`src/rtl/cpu_mc_pkg.sv`:
```
`default_nettype none
// ---------------------------------------------------------------------------
// cpu_mc_pkg : opcodes, FSM state encoding and flag bit indices for cpu_mc
// Revision   : 1.0
// ---------------------------------------------------------------------------
package cpu_mc_pkg;

    localparam logic [2:0] OP_LD  = 3'b000;
    localparam logic [2:0] OP_ST  = 3'b001;
    localparam logic [2:0] OP_ADD = 3'b010;
    localparam logic [2:0] OP_SUB = 3'b011;
    localparam logic [2:0] OP_LDI = 3'b100;
    localparam logic [2:0] OP_JMP = 3'b101;
    localparam logic [2:0] OP_JZ  = 3'b110;
    localparam logic [2:0] OP_JC  = 3'b111;

    typedef enum logic [1:0] {
        S_FETCH = 2'd0,
        S_EXEC  = 2'd1,
        S_MEM   = 2'd2,
        S_HALT  = 2'd3
    } state_e;

    localparam int FLAG_Z = 0;
    localparam int FLAG_C = 1;

    function automatic logic is_jump(input logic [2:0] op);
        return (op == OP_JMP) || (op == OP_JZ) || (op == OP_JC);
    endfunction

endpackage
`default_nettype wire

```
`src/rtl/cpu_mc_alu.sv`:
```
`default_nettype none
// ---------------------------------------------------------------------------
// cpu_mc_alu : combinational datapath for LD/LDI/ADD/SUB producing {C,Z}
// Revision   : 1.0
// ---------------------------------------------------------------------------
module cpu_mc_alu
    import cpu_mc_pkg::*;
#(
    parameter int DATA_W = 8
) (
    input  logic [DATA_W-1:0] x_i,
    input  logic [DATA_W-1:0] y_i,
    input  logic [2:0]        op_i,
    output logic [DATA_W-1:0] res_o,
    output logic [1:0]        flags_o
);

    logic [DATA_W:0] w_wide;

    always_comb begin
        w_wide = {1'b0, y_i};
        case (op_i)
            OP_ADD:  w_wide = {1'b0, x_i} + {1'b0, y_i};
            // The extra top bit of an unsigned subtract is the borrow (x < y).
            OP_SUB:  w_wide = {1'b0, x_i} - {1'b0, y_i};
            default: w_wide = {1'b0, y_i};
        endcase
    end

    always_comb begin
        res_o           = w_wide[DATA_W-1:0];
        flags_o         = 2'b00;
        flags_o[FLAG_C] = w_wide[DATA_W];
        flags_o[FLAG_Z] = (w_wide[DATA_W-1:0] == '0);
    end

endmodule
`default_nettype wire

```
`src/rtl/cpu_mc.sv`:
```
`default_nettype none
// ---------------------------------------------------------------------------
// cpu_mc   : multicycle accumulator CPU, FETCH/EXEC/MEM FSM, req/ack memories
// Options  : CPU_MC_STEP_EN adds step_i single-step fetch gating
// Revision : 1.0
// ---------------------------------------------------------------------------
module cpu_mc
    import cpu_mc_pkg::*;
#(
    parameter  int DATA_W  = 8,
    parameter  int ADDR_W  = 5,
    localparam int INSTR_W = 3 + ADDR_W
) (
    input  logic               clk_i,
    input  logic               reset_i,
`ifdef CPU_MC_STEP_EN
    input  logic               step_i,
`endif
    output logic               imem_req_o,
    output logic [ADDR_W-1:0]  imem_addr_o,
    input  logic               imem_ack_i,
    input  logic [INSTR_W-1:0] imem_data_i,
    output logic               dmem_req_o,
    output logic               dmem_we_o,
    output logic [ADDR_W-1:0]  dmem_addr_o,
    output logic [DATA_W-1:0]  dmem_wdata_o,
    input  logic               dmem_ack_i,
    input  logic [DATA_W-1:0]  dmem_rdata_i,
    output logic [DATA_W-1:0]  acc_o,
    output logic [ADDR_W-1:0]  pc_o,
    output logic [INSTR_W-1:0] ir_o,
    output logic [1:0]         flags_o,
    output logic               retire_o,
    output logic               halt_o
);

    state_e               state_q;
    logic [DATA_W-1:0]    acc_q;
    logic [ADDR_W-1:0]    pc_q;
    logic [INSTR_W-1:0]   ir_q;
    logic [1:0]           flags_q;
    logic                 retire_q;
    logic                 halt_q;
`ifdef CPU_MC_STEP_EN
    logic                 pend_q;
`endif

    logic [2:0]           w_op;
    logic [ADDR_W-1:0]    w_arg;
    logic [ADDR_W-1:0]    w_pc_inc;
    logic [DATA_W-1:0]    w_imm;
    logic [DATA_W-1:0]    w_alu_y;
    logic [DATA_W-1:0]    w_alu_res;
    logic [1:0]           w_alu_flags;
    logic                 w_taken;
    logic                 w_fetch_req;

    assign w_op     = ir_q[INSTR_W-1 -: 3];
    assign w_arg    = ir_q[ADDR_W-1:0];
    assign w_pc_inc = pc_q + ADDR_W'(1);
    assign w_imm    = DATA_W'(w_arg);
    assign w_alu_y  = (w_op == OP_LDI) ? w_imm : dmem_rdata_i;

    // Conditional jumps look at the flags left by the preceding instruction.
    assign w_taken = (w_op == OP_JMP)
                  || ((w_op == OP_JZ) && flags_q[FLAG_Z])
                  || ((w_op == OP_JC) && flags_q[FLAG_C]);

`ifdef CPU_MC_STEP_EN
    assign w_fetch_req = (state_q == S_FETCH) && (step_i || pend_q);
`else
    assign w_fetch_req = (state_q == S_FETCH);
`endif

    cpu_mc_alu #(
        .DATA_W (DATA_W)
    ) u_alu (
        .x_i     (acc_q),
        .y_i     (w_alu_y),
        .op_i    (w_op),
        .res_o   (w_alu_res),
        .flags_o (w_alu_flags)
    );

    always_ff @(posedge clk_i or negedge reset_i) begin
        if (!reset_i) begin
            state_q  <= S_FETCH;
            acc_q    <= '0;
            pc_q     <= '0;
            ir_q     <= '0;
            flags_q  <= '0;
            retire_q <= 1'b0;
            halt_q   <= 1'b0;
`ifdef CPU_MC_STEP_EN
            pend_q   <= 1'b0;
`endif
        end else begin
            retire_q <= 1'b0;
            case (state_q)
                S_FETCH: begin
                    if (w_fetch_req && imem_ack_i) begin
                        ir_q    <= imem_data_i;
                        state_q <= S_EXEC;
`ifdef CPU_MC_STEP_EN
                        pend_q  <= 1'b0;
                    end else if (w_fetch_req) begin
                        pend_q  <= 1'b1;
`endif
                    end
                end
                S_EXEC: begin
                    if (w_op == OP_LDI) begin
                        acc_q    <= w_alu_res;
                        flags_q  <= w_alu_flags;
                        pc_q     <= w_pc_inc;
                        retire_q <= 1'b1;
                        state_q  <= S_FETCH;
                    end else if (is_jump(w_op)) begin
                        retire_q <= 1'b1;
                        if (!w_taken) begin
                            pc_q    <= w_pc_inc;
                            state_q <= S_FETCH;
                        end else if (w_arg == pc_q) begin
                            halt_q  <= 1'b1;
                            state_q <= S_HALT;
                        end else begin
                            pc_q    <= w_arg;
                            state_q <= S_FETCH;
                        end
                    end else begin
                        state_q <= S_MEM;
                    end
                end
                S_MEM: begin
                    if (dmem_ack_i) begin
                        if (w_op != OP_ST) begin
                            acc_q   <= w_alu_res;
                            flags_q <= w_alu_flags;
                        end
                        pc_q     <= w_pc_inc;
                        retire_q <= 1'b1;
                        state_q  <= S_FETCH;
                    end
                end
                S_HALT: begin
                    state_q <= S_HALT;
                end
                default: begin
                    state_q <= S_FETCH;
                end
            endcase
        end
    end

    // Reset parks the FSM in FETCH, so the fetch request is masked by reset itself.
    assign imem_req_o   = w_fetch_req && reset_i;
    assign imem_addr_o  = pc_q;
    assign dmem_req_o   = (state_q == S_MEM);
    assign dmem_we_o    = (state_q == S_MEM) && (w_op == OP_ST);
    assign dmem_addr_o  = w_arg;
    assign dmem_wdata_o = acc_q;
    assign acc_o        = acc_q;
    assign pc_o         = pc_q;
    assign ir_o         = ir_q;
    assign flags_o      = flags_q;
    assign retire_o     = retire_q;
    assign halt_o       = halt_q;

endmodule
`default_nettype wire
```
`config.mk`:
```
export PLATFORM = sky130hd
export DESIGN_NAME = cpu_mc
export DESIGN_NICKNAME = d
export VERILOG_FILES = /design/src/rtl/cpu_mc_pkg.sv /design/src/rtl/cpu_mc_alu.sv /design/src/rtl/cpu_mc.sv
export SDC_FILE = /design/constraint.sdc
export NUM_CORES = 1
export LEC_CHECK = 0
export ABC_AREA = 1
export CORE_ASPECT_RATIO = 0.9
export CORE_MARGIN = 2
export CORE_UTILIZATION = 30
export DETAILED_ROUTE_END_ITERATION = 6
export DONT_BUFFER_PORTS = 1
export HOLD_SLACK_MARGIN = 0.15
export SYNTH_ARGS = -nofsm -noshare
export SYNTH_HDL_FRONTEND = slang
export SYNTH_SLANG_ARGS = --single-unit
```
`constraint.sdc`:
```
create_clock -name clk_i -period 6.8 [get_ports clk_i]
set_input_delay 1.02 -clock clk_i [delete_from_list [all_inputs] [get_ports clk_i]]
set_output_delay 1.02 -clock clk_i [all_outputs]
set_load 0.005 [all_outputs]
```
Word-level counts from Yosys, hierarchy flattened
Index checks and enable logic that the tools add are counted.
- register bits after elaboration: 27
- bits in latches: 0
- bits in writable memories: 0
- memory bits (read-only): 0
- input port bits: 20
- output and inout bits: 46
- word-level logic and storage cells: 73
- memories: 0
- add/sub/neg operators: 3
- multipliers: 0
- divide/modulo/power cells: 0
- order comparisons: 0
- equal/unequal tests: 18
- shifts and indexed selects: 0
- multiplexer cells: 27
- bitwise gates (word level): 1
- reduce and logical (&&, ||, !) cells: 17
- operator list (cell ; count):
    8-bit 2-to-1 mux ; 4
    5-bit 2-to-1 mux ; 5
    2-bit 2-to-1 mux ; 9
    9-bit case mux with 2 select lines ; 1
    8-bit case mux with 2 select lines ; 1
    3-bit equality test, second input constant ; 4
    5-bit case mux with 2 select lines ; 1
    8-bit by 8-bit adder with 9-bit output ; 1
    8-bit by 8-bit subtractor with 9-bit output ; 1
    8-bit zero test ; 1
    2-bit case mux with 4 select lines ; 1
    4-bit AND reduction ; 2
    3-bit by 2-bit equality test with 1-bit output, second input constant ; 2
    2-bit by 1-bit inequality test with 1-bit output, second input constant ; 3
    5-bit by 1-bit adder with 5-bit output, second input constant ; 1
    5-bit equality test ; 1
    1-bit logical AND ; 5
    5-bit AND reduction ; 1
    2-bit equality test, second input constant ; 2
    1-bit logical OR ; 4
    4-bit inequality test, second input constant ; 1
    2-bit case mux with 2 select lines ; 1
    2-bit AND reduction ; 2
    3-bit by 1-bit equality test with 1-bit output, second input constant ; 1
    9 further kinds ; 11

Longest topological paths before layout
- word-level depth: 8
- mapped depth: 20
- mapped depth without buffers: 20

Hierarchy
A second synthesis with hierarchy kept.
- cells, all modules: 364
- area total of the unflattened synthesis: 2479.9 um2
- modules (own cells, without submodules) (module ; instances ; cells each ; area each (um2) ; seq. area each (um2)):
    cpu_mc ; 1 ; 219 ; 1699.1 ; 675.6
    cpu_mc_alu ; 1 ; 145 ; 780.7 ; 0.0

Least setup slack after synthesis
OpenSTA, ideal clock, no wires.
- path type: input-to-reg
- from: input dmem_rdata_i[1]
- to: register flags_q[0], in the netlist flags_o[0]
- library setup time: 117 ps
- data arrival time: 2687 ps
- path slack: 3995 ps
- stages on the path: 16
- path buffers: 0
- path through: nand2_1 nand2_2 nor2_4 inv_1 o21ai_1 xor2_1 ha_1 or2_2 nand3_1 nand2_1 nand2_1 nand3_1 nand2_1 nor2_1 nand3_1 nand2_1
- cells in the longest elaborated chain, start to end: 7
- ends and longest elaborated chain (what ; RTL line ; source):
    from (decl) ; cpu_mc.sv:28 ; input logic [DATA_W-1:0] dmem_rdata_i,
    8-bit 2-to-1 mux * ; cpu_mc.sv:62 ; assign w_alu_y = (w_op == OP_LDI) ? w_imm : dmem_rdata_i;
    8-bit by 8-bit subtractor with 9-bit output / 8-bit by 8-bit adder with 9-bit output (equally long branches) ; cpu_mc_alu.sv:25, cpu_mc_alu.sv:23 ;
    9-bit case mux with 2 select lines * ; cpu_mc_alu.sv:22 ; case (op_i)
    8-bit zero test * ; cpu_mc_alu.sv:34 ; flags_o[FLAG_Z] = (w_wide[DATA_W-1:0] == '0);
    2-bit 2-to-1 mux ; cpu_mc.sv:136 ; if (w_op != OP_ST) begin
    2-bit 2-to-1 mux ; cpu_mc.sv:135 ; if (dmem_ack_i) begin
    2-bit case mux with 2 select lines * ; cpu_mc.sv:99 ; case (state_q)
    to (signal assigned) ; cpu_mc.sv:114 ; flags_q <= w_alu_flags;
    to (signal assigned) ; cpu_mc.sv:138 ; flags_q <= w_alu_flags;
    to (decl) ; cpu_mc.sv:41 ; logic [1:0] flags_q;
Mark *: on every way between the ends. The rest lies on a longest branch, timed or not. The select of a mux whose other input is x is not followed.
A chain may end at the register's enable or synchronous reset.

Worst setup path in the final report
- from: register ir_q[7], in the netlist ir_o[7]
- to: register flags_q[0], in the netlist flags_o[0]
- cells in the longest elaborated chain, start to end: 8
- ends and longest elaborated chain (what ; RTL line ; source):
    from (decl) ; cpu_mc.sv:40 ; logic [INSTR_W-1:0] ir_q;
    from (signal assigned) ; cpu_mc.sv:102 ; ir_q <= imem_data_i;
    3-bit equality test ; cpu_mc.sv:62, cpu_mc.sv:112 ;
    8-bit 2-to-1 mux ; cpu_mc.sv:62 ;
    8-bit by 8-bit subtractor with 9-bit output / 8-bit by 8-bit adder with 9-bit output (equally long branches) ; cpu_mc_alu.sv:25, cpu_mc_alu.sv:23 ;
    9-bit case mux with 2 select lines ; cpu_mc_alu.sv:22 ;
    8-bit zero test ; cpu_mc_alu.sv:34 ;
    2-bit 2-to-1 mux ; cpu_mc.sv:136 ;
    2-bit 2-to-1 mux ; cpu_mc.sv:135 ;
    2-bit case mux with 2 select lines ; cpu_mc.sv:99 ;
Parallel ways exist; a longest one is shown, timed or not. The select of a mux whose other input is x is not followed.

==> reports/qor.yml <==
status:
  status: "completed"
global_routing:
  grt_first_pass_wirelength_um: 9653
  grt_max_degree: 29
  grt_pass1_vias: 1929
  gr-usage-all-layers_pct: 14.04
  grt_overflow: 0
  antenna_found_initial: 0
clock_tree:
  htree_num_levels: 1
  ctsHoldBuffers: 0
  post_cts_buffers: 0
  clkSinkCount: 27
  worstSkewPairLatency_ps: 280
  cts-resized-gates: 0
  clockBufferDepth: 2
  clockRootBuffer: "clkbuf_8"
  cts_buffers: 3
  path_clk_slew_ps: 100
  cts_tree: "done"
flow_run:
  maxCapViolations: 0
setup_path:
  start_kind: "register"
  critPathCapture: "flags_o[0]"
  r2r_end: "flags_o[0]"
  r2r_start: "ir_o[7]"
  r2r_slack_ps: 3800
  worstPathRequired_ps: 7020
  worst_setup_path_end_kind: "register"
  crit_fanout: 12
  critPathLaunch: "ir_o[7]"
  critPathKind: "register to register"
  reg2reg_depth: 16
  critPathArrivalTime_ps: 3220
synth:
  ys_seq_area_share_pct: 28.99
  ys.flop_type: "dfrtp_1"
  yosysMostFrequentCell: "nand2_1"
  synthDominantCellAreaShare_pct: 28.99
  synth-edff-count: 0
  synth_area_leader_cell: "dfrtp_1"
  syn_nets: 354
  avgSynthCellArea_um2: 7.307
  syn_area_um2: 2331
  yosysUniqueCellTypes: 33
  async_flop_share_pct: 100.0
  syn_inst: 319
  synthTopCellsByCount: "nand2_1 (88), inv_1 (33), nand3_1 (31), dfrtp_1 (27), nor2_1 (25)"
  ys_ff_latch: 27
  synthTopCellsByArea: "dfrtp_1 (29%), nand2_1 (14%), ha_1 (7.5%), nand3_1 (6.7%), buf_4 (6.1%)"
  yosysWarnings: 0
power:
  p_leak_nw: 1.203
  p_int_uw: 610.5
  p_comb_share_pct: 64.7
  swShare_pct: 55.17
  p_clk_share_pct: 7.1
  p_per_area_nw_per_um2: 581.4
  power.share.sequential_pct: 28.3
  ir_worst_vdd_mv: 0.1439
  netSwitchingPower_uw: 751.4
timing:
  period_minus_slack_ps: 3003
  totalNegativeSetupSlack_ps: 0
  final_max_slew_viol_count: 0
  max_freq_mhz: 333.0
  holdWs_ps: 417.9
  fin_ws_ps: 3797
  worstMarginPinSlew_ps: 586.9
  finalHoldViolCount: 0
  max-slew-margin-rel_pct: 60.87
  setup_violations: 0
  fin_skew_ps: 7.942
  rsz0062_at_grt: "false"
  finalCritPeriodShare_pct: 44.17
route:
  drtAntennaViolNets: 0
  num_vias: 1916
  drcViolationCount: 0
  first_pass_iters: 4
  wl_per_cell_um: 14.23
  totalWireLength_um: 5662
  drt_iter0_drc: 99
  via_per_inst: 4.814
placed_design:
  portBuffers: 0
  dp_cells: 394
  place_ws_ps: 3783
  routabilityCongestion: 0.9004
  dpl.hpwl_um: 4602
hold_path:
  hold_class: "input pin to async pin"
cells_and_area:
  seqCellArea_um2: 675.6
  drive_above_1_share_pct: 10.26
  finalNetCount: 338
  insertedDiodeCount: 0
  nFillCells: 803
  fin_util_pct: 31.04
  multiInputGateArea_um2: 1364
  fin_cells: 398
  area_delta_synth_final_pct: 0.4832
floorplan:
  core_um2: 7545
  rows: 30
  die_area_um2: 8492
  start_util_pct: 30.90
  die_h_um: 87.63
  die_w_um: 96.92
  io_pins: 66
[flip-flops by register name, indices dropped and copies added, names as in the netlist]
signal       cells
flags_o          2
acc_o            8
imem_addr_o      5
ir_o             8
halt_o           1
retire_o         1
state_q          2
[stage by stage]
| step | total power, mW | cell area (um2) |
|---|---|---|
| after floorplan | 1.153 | 2331 |
| after global placement | 1.247 | 2293 |
| after detailed placement | 1.268 | 2293 |
| after CTS | 1.372 | 2342 |
| after global routing | 1.549 | 2342 |
| final | 1.362 | 2342 |
[how the worst min path moves through the flow]
stage	from	end
3_5_place_dp	halt_o	halt_o
4_1_cts	reset_i	state_q[0]
2_1_floorplan	halt_o	halt_o
3_3_place_gp	halt_o	halt_o
5_1_grt	reset_i	state_q[0]
6_report	reset_i	state_q[0]
[final cells by class]
type	count	area share [%]
clock inverter	1	0.3205
inverter	35	5.716
multi-input combinational	236	58.23
clock buffer	3	1.763
sequential	27	28.85
tap	96	5.128
[layer usage]
| layer | track usage, % | routed length [um] | share of wire [%] | vias up |
|---|---|---|---|---|
| met2 | 23.11 | 2477 | 44 | 67 |
| met4 | 3.585 | 46 | 0.81 | 0 |
| met3 | 4.389 | 491 | 8.7 | 5 |
| li1 | - | - | - | 978 |
| met5 | 0 | 0 | 0 | - |
| met1 | 18.15 | 2647 | 47 | 866 |
[critical path, stage by stage (launching register included)]
cell      delay [ps]
dfrtp_1          730
nand2_4          200
nand2_1          140
nand2_2           90
nor2_4           140
inv_1             50
o21ai_1          130
xor2_1           160
ha_1             270
or2_2            340
nand3b_1          90
nand3_1           70
nand2_1          120
nand2_1           60
nor2_1           180
nand3_1          100
nand2_1           60
[power groups by stage]
stage	combinational [mW]	sequential [mW]	clock [mW]
detailed placement	0.876	0.393	0
floorplan	0.824	0.329	0
finish	0.881	0.385	0.0962
CTS	0.880	0.389	0.103
global route	1.03	0.406	0.109
global placement	0.856	0.391	0
[cell usage in the layout (no fill, tap or decap), types with 3 or more instances in the layout]
cell      instances
clkbuf_8          3
nand3_1          31
a21oi_1           7
nand2_4           4
nand2_2           5
inv_1            33
xor2_1           11
mux2_2            5
xnor2_1           4
o21ai_0          10
nor2_1           25
ha_1             14
nor2_4            3
nand2_1          88
dfrtp_1          27
o21ai_1          12
[logic make-up after synthesis]
logic type	Yosys count	synth area share [%]
DFF	27	28.99
adders and majority gates	15	8.374
muxes	5	2.415
AOI/OAI and AO/OA	35	8.106
xor gates and xnor gates	15	5.636
buffers and inverters	56	12.51
and+or+nand+nor	166	33.98
Note: power is estimated with default switching activity, not from simulation.
